===== src/rtl/aes_dma_pkg.sv =====
// Shared types and constants for the AES DMA copy engine.
// Optional build macro AES_DMA_TIMEOUT_EN enables the poll watchdog in aes_dma.
package aes_dma_pkg;

  typedef enum logic [3:0] {
    IDLE,
    LOAD_RD,
    LOAD_WR,
    KICK,
    POLL,
    ST_RD,
    ST_WR,
    DONE,
    ERR
  } dma_state_e;

  // Default parameter values for the top level
  localparam int unsigned MAX_WORDS_DEF      = 256;
  localparam logic [31:0] AES_BUF_BASE_DEF   = 32'h0004_0000;
  localparam logic [31:0] AES_CTRL_ADDR_DEF  = 32'h0004_0300;
  localparam int unsigned TIMEOUT_CYCLES_DEF = 65536;

  // MMIO window and register offsets
  localparam logic [3:0] DMA_WINDOW = 4'h5;
  localparam logic [7:0] OFF_SRC    = 8'h00;
  localparam logic [7:0] OFF_DST    = 8'h04;
  localparam logic [7:0] OFF_LEN    = 8'h08;
  localparam logic [7:0] OFF_CTRL   = 8'h0C;
  localparam logic [7:0] OFF_STATUS = 8'h10;

  // CTRL register bits
  localparam int unsigned CTRL_START_BIT = 0;
  localparam int unsigned CTRL_MODE_BIT  = 1;

  // STATUS register bits
  localparam int unsigned STAT_BUSY_BIT    = 0;
  localparam int unsigned STAT_DONE_BIT    = 1;
  localparam int unsigned STAT_ERR_BIT     = 2;
  localparam int unsigned STAT_TIMEOUT_BIT = 3;

  // AES coprocessor control/status bits
  localparam int unsigned AES_ENC_BIT   = 0;
  localparam int unsigned AES_DEC_BIT   = 1;
  localparam int unsigned AES_VALID_BIT = 2;

  // Control word that starts the coprocessor: decrypt when mode is 1, else encrypt
  function automatic logic [31:0] aes_ctrl_word(input logic mode);
    logic [31:0] w;
    w              = '0;
    w[AES_DEC_BIT] = mode;
    w[AES_ENC_BIT] = ~mode;
    return w;
  endfunction

endpackage


===== src/rtl/aes_dma_regs.sv =====
// MMIO register file for the AES DMA: address decode, SRC/DST/LEN/CTRL storage,
// sticky status flags and the combinational read mux.
module aes_dma_regs
  import aes_dma_pkg::*;
(
  input  logic        clk_in,
  input  logic        rst_in,
  input  logic [31:0] cpu_addr_in,
  input  logic [31:0] cpu_data_in,
  input  logic [3:0]  cpu_write_enable_in,
  output logic [31:0] cpu_data_out,
  input  logic        busy_in,
  input  logic        idle_in,
  input  logic        set_done_in,
  input  logic        set_err_in,
  input  logic        set_timeout_in,
  output logic [31:0] src_out,
  output logic [31:0] dst_out,
  output logic [31:0] len_out,
  output logic        mode_out,
  output logic        start_out
);

  logic [31:0] src_q, src_d;
  logic [31:0] dst_q, dst_d;
  logic [31:0] len_q, len_d;
  logic        mode_q, mode_d;
  logic        done_q, done_d;
  logic        err_q, err_d;
  logic        timeout_q, timeout_d;

  logic        sel;
  logic        wr;
  logic [7:0]  off;
  logic [11:0] unused_addr_hi;

  assign unused_addr_hi = cpu_addr_in[31:20];
  assign off            = cpu_addr_in[7:0];
  assign sel            = (cpu_addr_in[19:16] == DMA_WINDOW) && (cpu_addr_in[15:8] == 8'h00);
  assign wr             = sel && (cpu_write_enable_in == 4'hF);
  // START only launches from IDLE; DONE/ERR cycles are not busy but still reject it
  assign start_out      = wr && (off == OFF_CTRL) && cpu_data_in[CTRL_START_BIT] && idle_in;

  assign src_out  = src_q;
  assign dst_out  = dst_q;
  assign len_out  = len_q;
  assign mode_out = mode_q;

  // Next-state for the register file and sticky status flags
  always_comb begin
    src_d     = src_q;
    dst_d     = dst_q;
    len_d     = len_q;
    mode_d    = mode_q;
    done_d    = done_q;
    err_d     = err_q;
    timeout_d = timeout_q;
    if (wr && !busy_in) begin
      case (off)
        OFF_SRC:  src_d  = {cpu_data_in[31:2], 2'b00};
        OFF_DST:  dst_d  = {cpu_data_in[31:2], 2'b00};
        OFF_LEN:  len_d  = cpu_data_in;
        OFF_CTRL: mode_d = cpu_data_in[CTRL_MODE_BIT];
        default:  ;
      endcase
    end
    if (start_out) begin
      done_d    = 1'b0;
      err_d     = 1'b0;
      timeout_d = 1'b0;
    end
    if (set_done_in)    done_d    = 1'b1;
    if (set_err_in)     err_d     = 1'b1;
    if (set_timeout_in) timeout_d = 1'b1;
  end

  // Register storage with synchronous reset
  always_ff @(posedge clk_in) begin
    if (rst_in) begin
      src_q     <= '0;
      dst_q     <= '0;
      len_q     <= '0;
      mode_q    <= 1'b0;
      done_q    <= 1'b0;
      err_q     <= 1'b0;
      timeout_q <= 1'b0;
    end else begin
      src_q     <= src_d;
      dst_q     <= dst_d;
      len_q     <= len_d;
      mode_q    <= mode_d;
      done_q    <= done_d;
      err_q     <= err_d;
      timeout_q <= timeout_d;
    end
  end

  // Combinational read mux; START always reads back as 0
  always_comb begin
    cpu_data_out = '0;
    if (sel) begin
      case (off)
        OFF_SRC:    cpu_data_out = src_q;
        OFF_DST:    cpu_data_out = dst_q;
        OFF_LEN:    cpu_data_out = len_q;
        OFF_CTRL:   cpu_data_out[CTRL_MODE_BIT] = mode_q;
        OFF_STATUS: begin
          cpu_data_out[STAT_BUSY_BIT]    = busy_in;
          cpu_data_out[STAT_DONE_BIT]    = done_q;
          cpu_data_out[STAT_ERR_BIT]     = err_q;
          cpu_data_out[STAT_TIMEOUT_BIT] = timeout_q;
        end
        default:    cpu_data_out = '0;
      endcase
    end
  end

endmodule


===== src/rtl/aes_dma.sv =====
// AES DMA copy engine: loads N words into the AES buffer, kicks the coprocessor,
// polls for a valid result and copies the result back to main memory.
// Build macro AES_DMA_TIMEOUT_EN adds a poll watchdog (TIMEOUT_CYCLES).
//
// state   | meaning
// IDLE    | waiting for START; all bus outputs 0
// LOAD_RD | read main memory at SRC+4*i
// LOAD_WR | write returned word to AES buffer word i, i++
// KICK    | write encrypt/decrypt command to AES control register
// POLL    | read AES control register until valid_result
// ST_RD   | read AES buffer word i
// ST_WR   | write returned word to main memory at DST+4*i, i++
// DONE    | set done, pulse irq
// ERR     | set err (and timeout, after abort write), pulse irq
module aes_dma
  import aes_dma_pkg::*;
#(
  parameter int unsigned MAX_WORDS      = MAX_WORDS_DEF,
  parameter logic [31:0] AES_BUF_BASE   = AES_BUF_BASE_DEF,
  parameter logic [31:0] AES_CTRL_ADDR  = AES_CTRL_ADDR_DEF,
  parameter int unsigned TIMEOUT_CYCLES = TIMEOUT_CYCLES_DEF
) (
  input  logic        clk_in,
  input  logic        rst_in,
  input  logic [31:0] cpu_addr_in,
  input  logic [31:0] cpu_data_in,
  input  logic [3:0]  cpu_write_enable_in,
  output logic [31:0] cpu_data_out,
  output logic [31:0] mem_addr_out,
  output logic [31:0] mem_data_out,
  output logic [3:0]  mem_we_out,
  input  logic [31:0] mem_data_in,
  output logic [31:0] aes_addr_out,
  output logic [31:0] aes_data_out,
  output logic [3:0]  aes_we_out,
  input  logic [31:0] aes_data_in,
  output logic        busy_out,
  output logic        irq_out
);

  localparam int IDX_W = $clog2(MAX_WORDS + 1);

  dma_state_e       state_q, state_d;
  logic [IDX_W-1:0] idx_q, idx_d, idx_nxt;
  // aes_data_in only reflects a POLL read one cycle after POLL issued it
  logic             poll_rsp_q, poll_rsp_d;

  logic [31:0] src, dst, len;
  logic        mode, start;
  logic        len_bad, last_word;
  logic        set_done, set_err, set_timeout;

`ifdef AES_DMA_TIMEOUT_EN
  localparam int TMO_W = (TIMEOUT_CYCLES > 1) ? $clog2(TIMEOUT_CYCLES) : 1;
  logic [TMO_W-1:0] tmo_cnt_q, tmo_cnt_d;
  logic             tmo_hit_q, tmo_hit_d;
`else
  localparam int unsigned unused_timeout_cycles = TIMEOUT_CYCLES;
`endif

  aes_dma_regs u_regs (
    .clk_in              (clk_in),
    .rst_in              (rst_in),
    .cpu_addr_in         (cpu_addr_in),
    .cpu_data_in         (cpu_data_in),
    .cpu_write_enable_in (cpu_write_enable_in),
    .cpu_data_out        (cpu_data_out),
    .busy_in             (busy_out),
    .idle_in             (state_q == IDLE),
    .set_done_in         (set_done),
    .set_err_in          (set_err),
    .set_timeout_in      (set_timeout),
    .src_out             (src),
    .dst_out             (dst),
    .len_out             (len),
    .mode_out            (mode),
    .start_out           (start)
  );

  assign idx_nxt   = idx_q + 1'b1;
  assign last_word = (32'(idx_nxt) == len);
  assign len_bad   = (len == '0) || (len > 32'(MAX_WORDS));
  assign busy_out  = !(state_q inside {IDLE, DONE, ERR});

  // Next-state, index/timer update and bus outputs
  always_comb begin
    state_d      = state_q;
    idx_d        = idx_q;
    poll_rsp_d   = (state_q == POLL);
    mem_addr_out = '0;
    mem_data_out = '0;
    mem_we_out   = '0;
    aes_addr_out = '0;
    aes_data_out = '0;
    aes_we_out   = '0;
    irq_out      = 1'b0;
    set_done     = 1'b0;
    set_err      = 1'b0;
    set_timeout  = 1'b0;
`ifdef AES_DMA_TIMEOUT_EN
    tmo_cnt_d    = tmo_cnt_q;
    tmo_hit_d    = tmo_hit_q;
`endif
    unique case (state_q)
      IDLE: begin
        if (start) begin
          idx_d   = '0;
          state_d = len_bad ? ERR : LOAD_RD;
        end
      end
      LOAD_RD: begin
        mem_addr_out = src + (32'(idx_q) << 2);
        state_d      = LOAD_WR;
      end
      LOAD_WR: begin
        aes_addr_out = AES_BUF_BASE + 32'(idx_q);
        aes_data_out = mem_data_in;
        aes_we_out   = 4'hF;
        idx_d        = idx_nxt;
        state_d      = last_word ? KICK : LOAD_RD;
      end
      KICK: begin
        aes_addr_out = AES_CTRL_ADDR;
        aes_data_out = aes_ctrl_word(mode);
        aes_we_out   = 4'hF;
        idx_d        = '0;
        state_d      = POLL;
`ifdef AES_DMA_TIMEOUT_EN
        tmo_cnt_d    = TMO_W'(TIMEOUT_CYCLES - 1);
`endif
      end
      POLL: begin
        aes_addr_out = AES_CTRL_ADDR;
        if (poll_rsp_q && aes_data_in[AES_VALID_BIT]) begin
          state_d = ST_RD;
        end
`ifdef AES_DMA_TIMEOUT_EN
        else if (tmo_cnt_q == '0) begin
          tmo_hit_d = 1'b1;
          state_d   = ERR;
        end else begin
          tmo_cnt_d = tmo_cnt_q - 1'b1;
        end
`endif
      end
      ST_RD: begin
        aes_addr_out = AES_BUF_BASE + 32'(idx_q);
        state_d      = ST_WR;
      end
      ST_WR: begin
        mem_addr_out = dst + (32'(idx_q) << 2);
        mem_data_out = aes_data_in;
        mem_we_out   = 4'hF;
        idx_d        = idx_nxt;
        state_d      = last_word ? DONE : ST_RD;
      end
      DONE: begin
        irq_out  = 1'b1;
        set_done = 1'b1;
        state_d  = IDLE;
      end
      ERR: begin
        irq_out = 1'b1;
        set_err = 1'b1;
        state_d = IDLE;
`ifdef AES_DMA_TIMEOUT_EN
        // Watchdog expiry: cancel the coprocessor operation before reporting
        if (tmo_hit_q) begin
          aes_addr_out = AES_CTRL_ADDR;
          aes_data_out = '0;
          aes_we_out   = 4'hF;
          set_timeout  = 1'b1;
          tmo_hit_d    = 1'b0;
        end
`endif
      end
      default: state_d = IDLE;
    endcase
  end

  // State, index and watchdog registers with synchronous reset
  always_ff @(posedge clk_in) begin
    if (rst_in) begin
      state_q    <= IDLE;
      idx_q      <= '0;
      poll_rsp_q <= 1'b0;
`ifdef AES_DMA_TIMEOUT_EN
      tmo_cnt_q  <= '0;
      tmo_hit_q  <= 1'b0;
`endif
    end else begin
      state_q    <= state_d;
      idx_q      <= idx_d;
      poll_rsp_q <= poll_rsp_d;
`ifdef AES_DMA_TIMEOUT_EN
      tmo_cnt_q  <= tmo_cnt_d;
      tmo_hit_q  <= tmo_hit_d;
`endif
    end
  end

endmodule


===== config.mk =====
export PLATFORM = sky130hd
export DESIGN_NAME = aes_dma
export DESIGN_NICKNAME = d
export VERILOG_FILES = /design/src/rtl/aes_dma_pkg.sv /design/src/rtl/aes_dma_regs.sv /design/src/rtl/aes_dma.sv
export SDC_FILE = /design/constraint.sdc
export NUM_CORES = 1
export LEC_CHECK = 0
export ABC_AREA = 1
export CAP_MARGIN = 5
export CORE_UTILIZATION = 45
export DETAILED_ROUTE_END_ITERATION = 12
export GPL_ROUTABILITY_DRIVEN = 0
export HOLD_SLACK_MARGIN = 0.05
export PLACE_DENSITY = 0.9
export SYNTH_ARGS = -nofsm -noshare
export SYNTH_HDL_FRONTEND = slang
export SYNTH_SLANG_ARGS = --single-unit

===== constraint.sdc =====
create_clock -name clk_in -period 4.7 [get_ports clk_in]
set_input_delay 1.41 -clock clk_in [delete_from_list [all_inputs] [get_ports clk_in]]
set_output_delay 1.41 -clock clk_in [all_outputs]
set_load 0.02 [all_outputs]

==> metrics.yaml <==
power_and_ir_drop:
  finalPower_uw: 1930
  p_sw_share_pct: 22.8
  p_leak_uw: 0.00501
  power.share.combinational_pct: 8.8
  power.density_nw_per_um2: 174
  power_switching_uw: 439
  power_frac_clock_pct: 43.4
  seqPwrFrac_pct: 47.9
  vdd_drop_max_mv: 0.230
  p_int_uw: 1490
die:
  initial_core_util_pct: 46.5
  rows: 47
  die-height_um: 134
  dieArea_um2: 17900
  core-area_um2: 16800
  die_x_um: 134
  io_pins: 304
worst_setup_path:
  r2r-start: "state_q[1]"
  worstSetupPathType: "in2out"
  worstPathMaxFanout: 5
  crit_path_end_kind: "output pin"
  regToRegSetupSlack_ns: 2.19
  cp-start-kind: "input port"
  worstPathRequired_ns: 3.29
  rr_worst_depth: 12
  setup.worst_path.end: "cpu_data_out[11]"
  r2r-end: "state_q[1]"
  crit_arrival_ns: 3.20
  critPathLaunch: "cpu_addr_in[1]"
timing:
  maxSlewViolCount: 0
  rsz0062_at_grt: "true"
  hold_viol_final: 0
  worst_pin_slew_ns: 0.965
  min_period_over_period_pct: 98.2
  fin_skew_ns: 0.00726
  setup_viol: 0
  max_slew_margin_pct: 35.6
  finalCriticalPeriod_ns: 4.61
  max_freq_mhz: 217
drt:
  first_pass_iters: 5
  viasPerCell: 5.21
  vias: 9163
  antenna_left: 0
  wl_per_cell_um: 15.7
  routed_wl_um: 27600
  dr.first_iter.drc_count: 878
  drcViolationCount: 0
global_routing:
  grt_pass1_vias: 8435
  grt_busiest_layer: "met2"
  use_met1_pct: 37.7
  grt_pass1_wl_um: 42300
  antenna_found_initial: 0
  use_met3_pct: 5.25
  grt_overflow: 0
  grtUsageMet2_pct: 50.8
  grt_usage_pct: 29.8
  grt_max_degree: 80
finish:
  final_common_cell: "nor2_1"
  final_nets: 1683
  layout_common_cells: "277 x nor2_1, 216 x inv_1, 211 x clkdlybuf4s50_1"
  drive_gt1_share_pct: 12.9
  area_growth_pct: 42.2
  stdcell_count: 1760
  post-route-util_pct: 66.2
  antenna_cells: 0
logic_synthesis:
  yosys_warnings: 0
  synth-main-ff-cell: "dfxtp_1"
  synth-edff-count: 0
  ys_ff_latch: 109
  synth_xor_area_share_pct: 1.46
  synth_top_family_by_area: "simple AND/OR/NAND/NOR gates"
  muxShareOfSynthArea_pct: 0
  syn_inst: 1264
  synth-compound-area-share_pct: 17.0
  yosysUniqueCellTypes: 44
  yosys.area_share.simple_pct: 33.8
  seq_area_frac_synth_pct: 28.0
  ys_async_sr_fraction_pct: 0
  avgSynthCellArea_um2: 6.17
  synth.cell_area_um2: 7800
  synth_fa_ha_area_share_pct: 2.34
worst_hold_path:
  holdPathStages: 2
  hp-class: "reg2reg"
clock_tree:
  path_clk_slew_ns: 0.07
  cts_made_buffers: 9
  cts_sinks: 109
  cts_max_level: 3
  root_buffer: "clkbuf_16"
  cts_tree: "built"
  insertion_delay_ns: 0.36
  cts_buffer_depth: 2
  cts_hold_buffers: 0
placement:
  hpwlAfterDp_um: 20100
  dpl.cell_count: 1731
  io_buffers: 268
run_status:
  outcome: "finished, final reports clean"
job:
  drv_cap: 0
## metrics by stage
step	hold slack, ns	setup slack, ns	setup TNS, ns	instance area, µm²
final	0.472	0.0860	0	11100
after global routing	0.489	-0.0508	-0.189	11100
after CTS	0.474	0.000763	0	11100
after detailed placement	0.462	-0.467	-12.02	10700
after global placement	0.453	-0.439	-10.75	10700
after floorplan	0.441	0.275	0	7880
## worst min path at each step
stage | slack [ns] | from | to
final | 0.47 | u_regs.err_q | u_regs.err_q
after global routing | 0.49 | u_regs.err_q | u_regs.err_q
after CTS | 0.47 | u_regs.err_q | u_regs.err_q
after detailed placement | 0.46 | u_regs.err_q | u_regs.err_q
after global placement | 0.45 | u_regs.err_q | u_regs.err_q
after floorplan | 0.44 | u_regs.done_q | u_regs.done_q
## final cells by class
type / instances / area [µm²]
Tap cell: 220 / 275
Clock buffer: 9 / 225
Fill cell: 1435 / 5670
Clock inverter: 7 / 97.6
Multi-Input combinational cell: 865 / 4440
Inverter: 226 / 851
Timing Repair Buffer: 324 / 3020
Sequential cell: 109 / 2180
## repair_timing
action                                  CTS  global route
gates resized for setup                 163            93
endpoints found under the setup margin   53            57
gates cloned                              2             0
pin swaps                                 7             6
setup buffers                             6             5
endpoints found under the hold margin     0             0
## cell usage after synthesis, drive strengths merged, types with 4 or more instances
library cell | n | area (µm²)
inv | 225 | 845
nor3b | 4 | 30.0
o221ai | 22 | 193
o21bai | 4 | 30.0
a211oi | 64 | 480
nand2 | 229 | 947
a31oi | 4 | 31.3
nor2 | 296 | 1190
buf | 62 | 419
clkbuf | 24 | 90.1
nand3 | 60 | 325
a21oi | 38 | 190
nand4 | 11 | 68.8
xor2 | 10 | 87.6
o21ai | 56 | 292
nor3 | 7 | 40.0
ha | 13 | 163
o22ai | 7 | 43.8
dfxtp | 109 | 2180
## flip-flops by register name, summed over array words and instances (netlist names)
signal,count
poll_rsp_q,1
u_regs.len_out,32
u_regs.err_q,1
idx_q,9
u_regs.dst_out,30
u_regs.src_out,30
u_regs.mode_out,1
u_regs.done_q,1
state_q,4
## critical path, stage by stage
cell	delay, ns
clkdlybuf4s50_1	0.44
nor2_4	0.14
nand2_1	0.06
inv_1	0.11
nand3_2	0.17
a31oi_4	0.25
buf_12	0.15
buf_6	0.14
o21ai_1	0.12
inv_1	0.08
buf_4	0.13
## power groups by stage
stage	logic, µW	registers (µW)	clock network [µW]
after floorplan	58.5	944	0
after global placement	163	944	0
after detailed placement	164	944	0
after CTS	166	922	830
after global routing	180	922	869
final	169	922	836
## kinds of logic after synthesis
group | Yosys count
buffers and inverters | 312
XOR/XNOR | 13
flip-flops | 109
adder cells (fa/ha/maj) | 14
other | 1
AO/OA/AOI/OAI | 203
AND/OR/NAND/NOR | 612
## layer usage
layer / routed length (µm) / up-vias
li1: - / 4467
met1: 11300 / 4139
met2: 13200 / 507
met3: 2410 / 50
met4: 743 / 0
met5: 0 / -
Power figures use the tool's default switching activity.
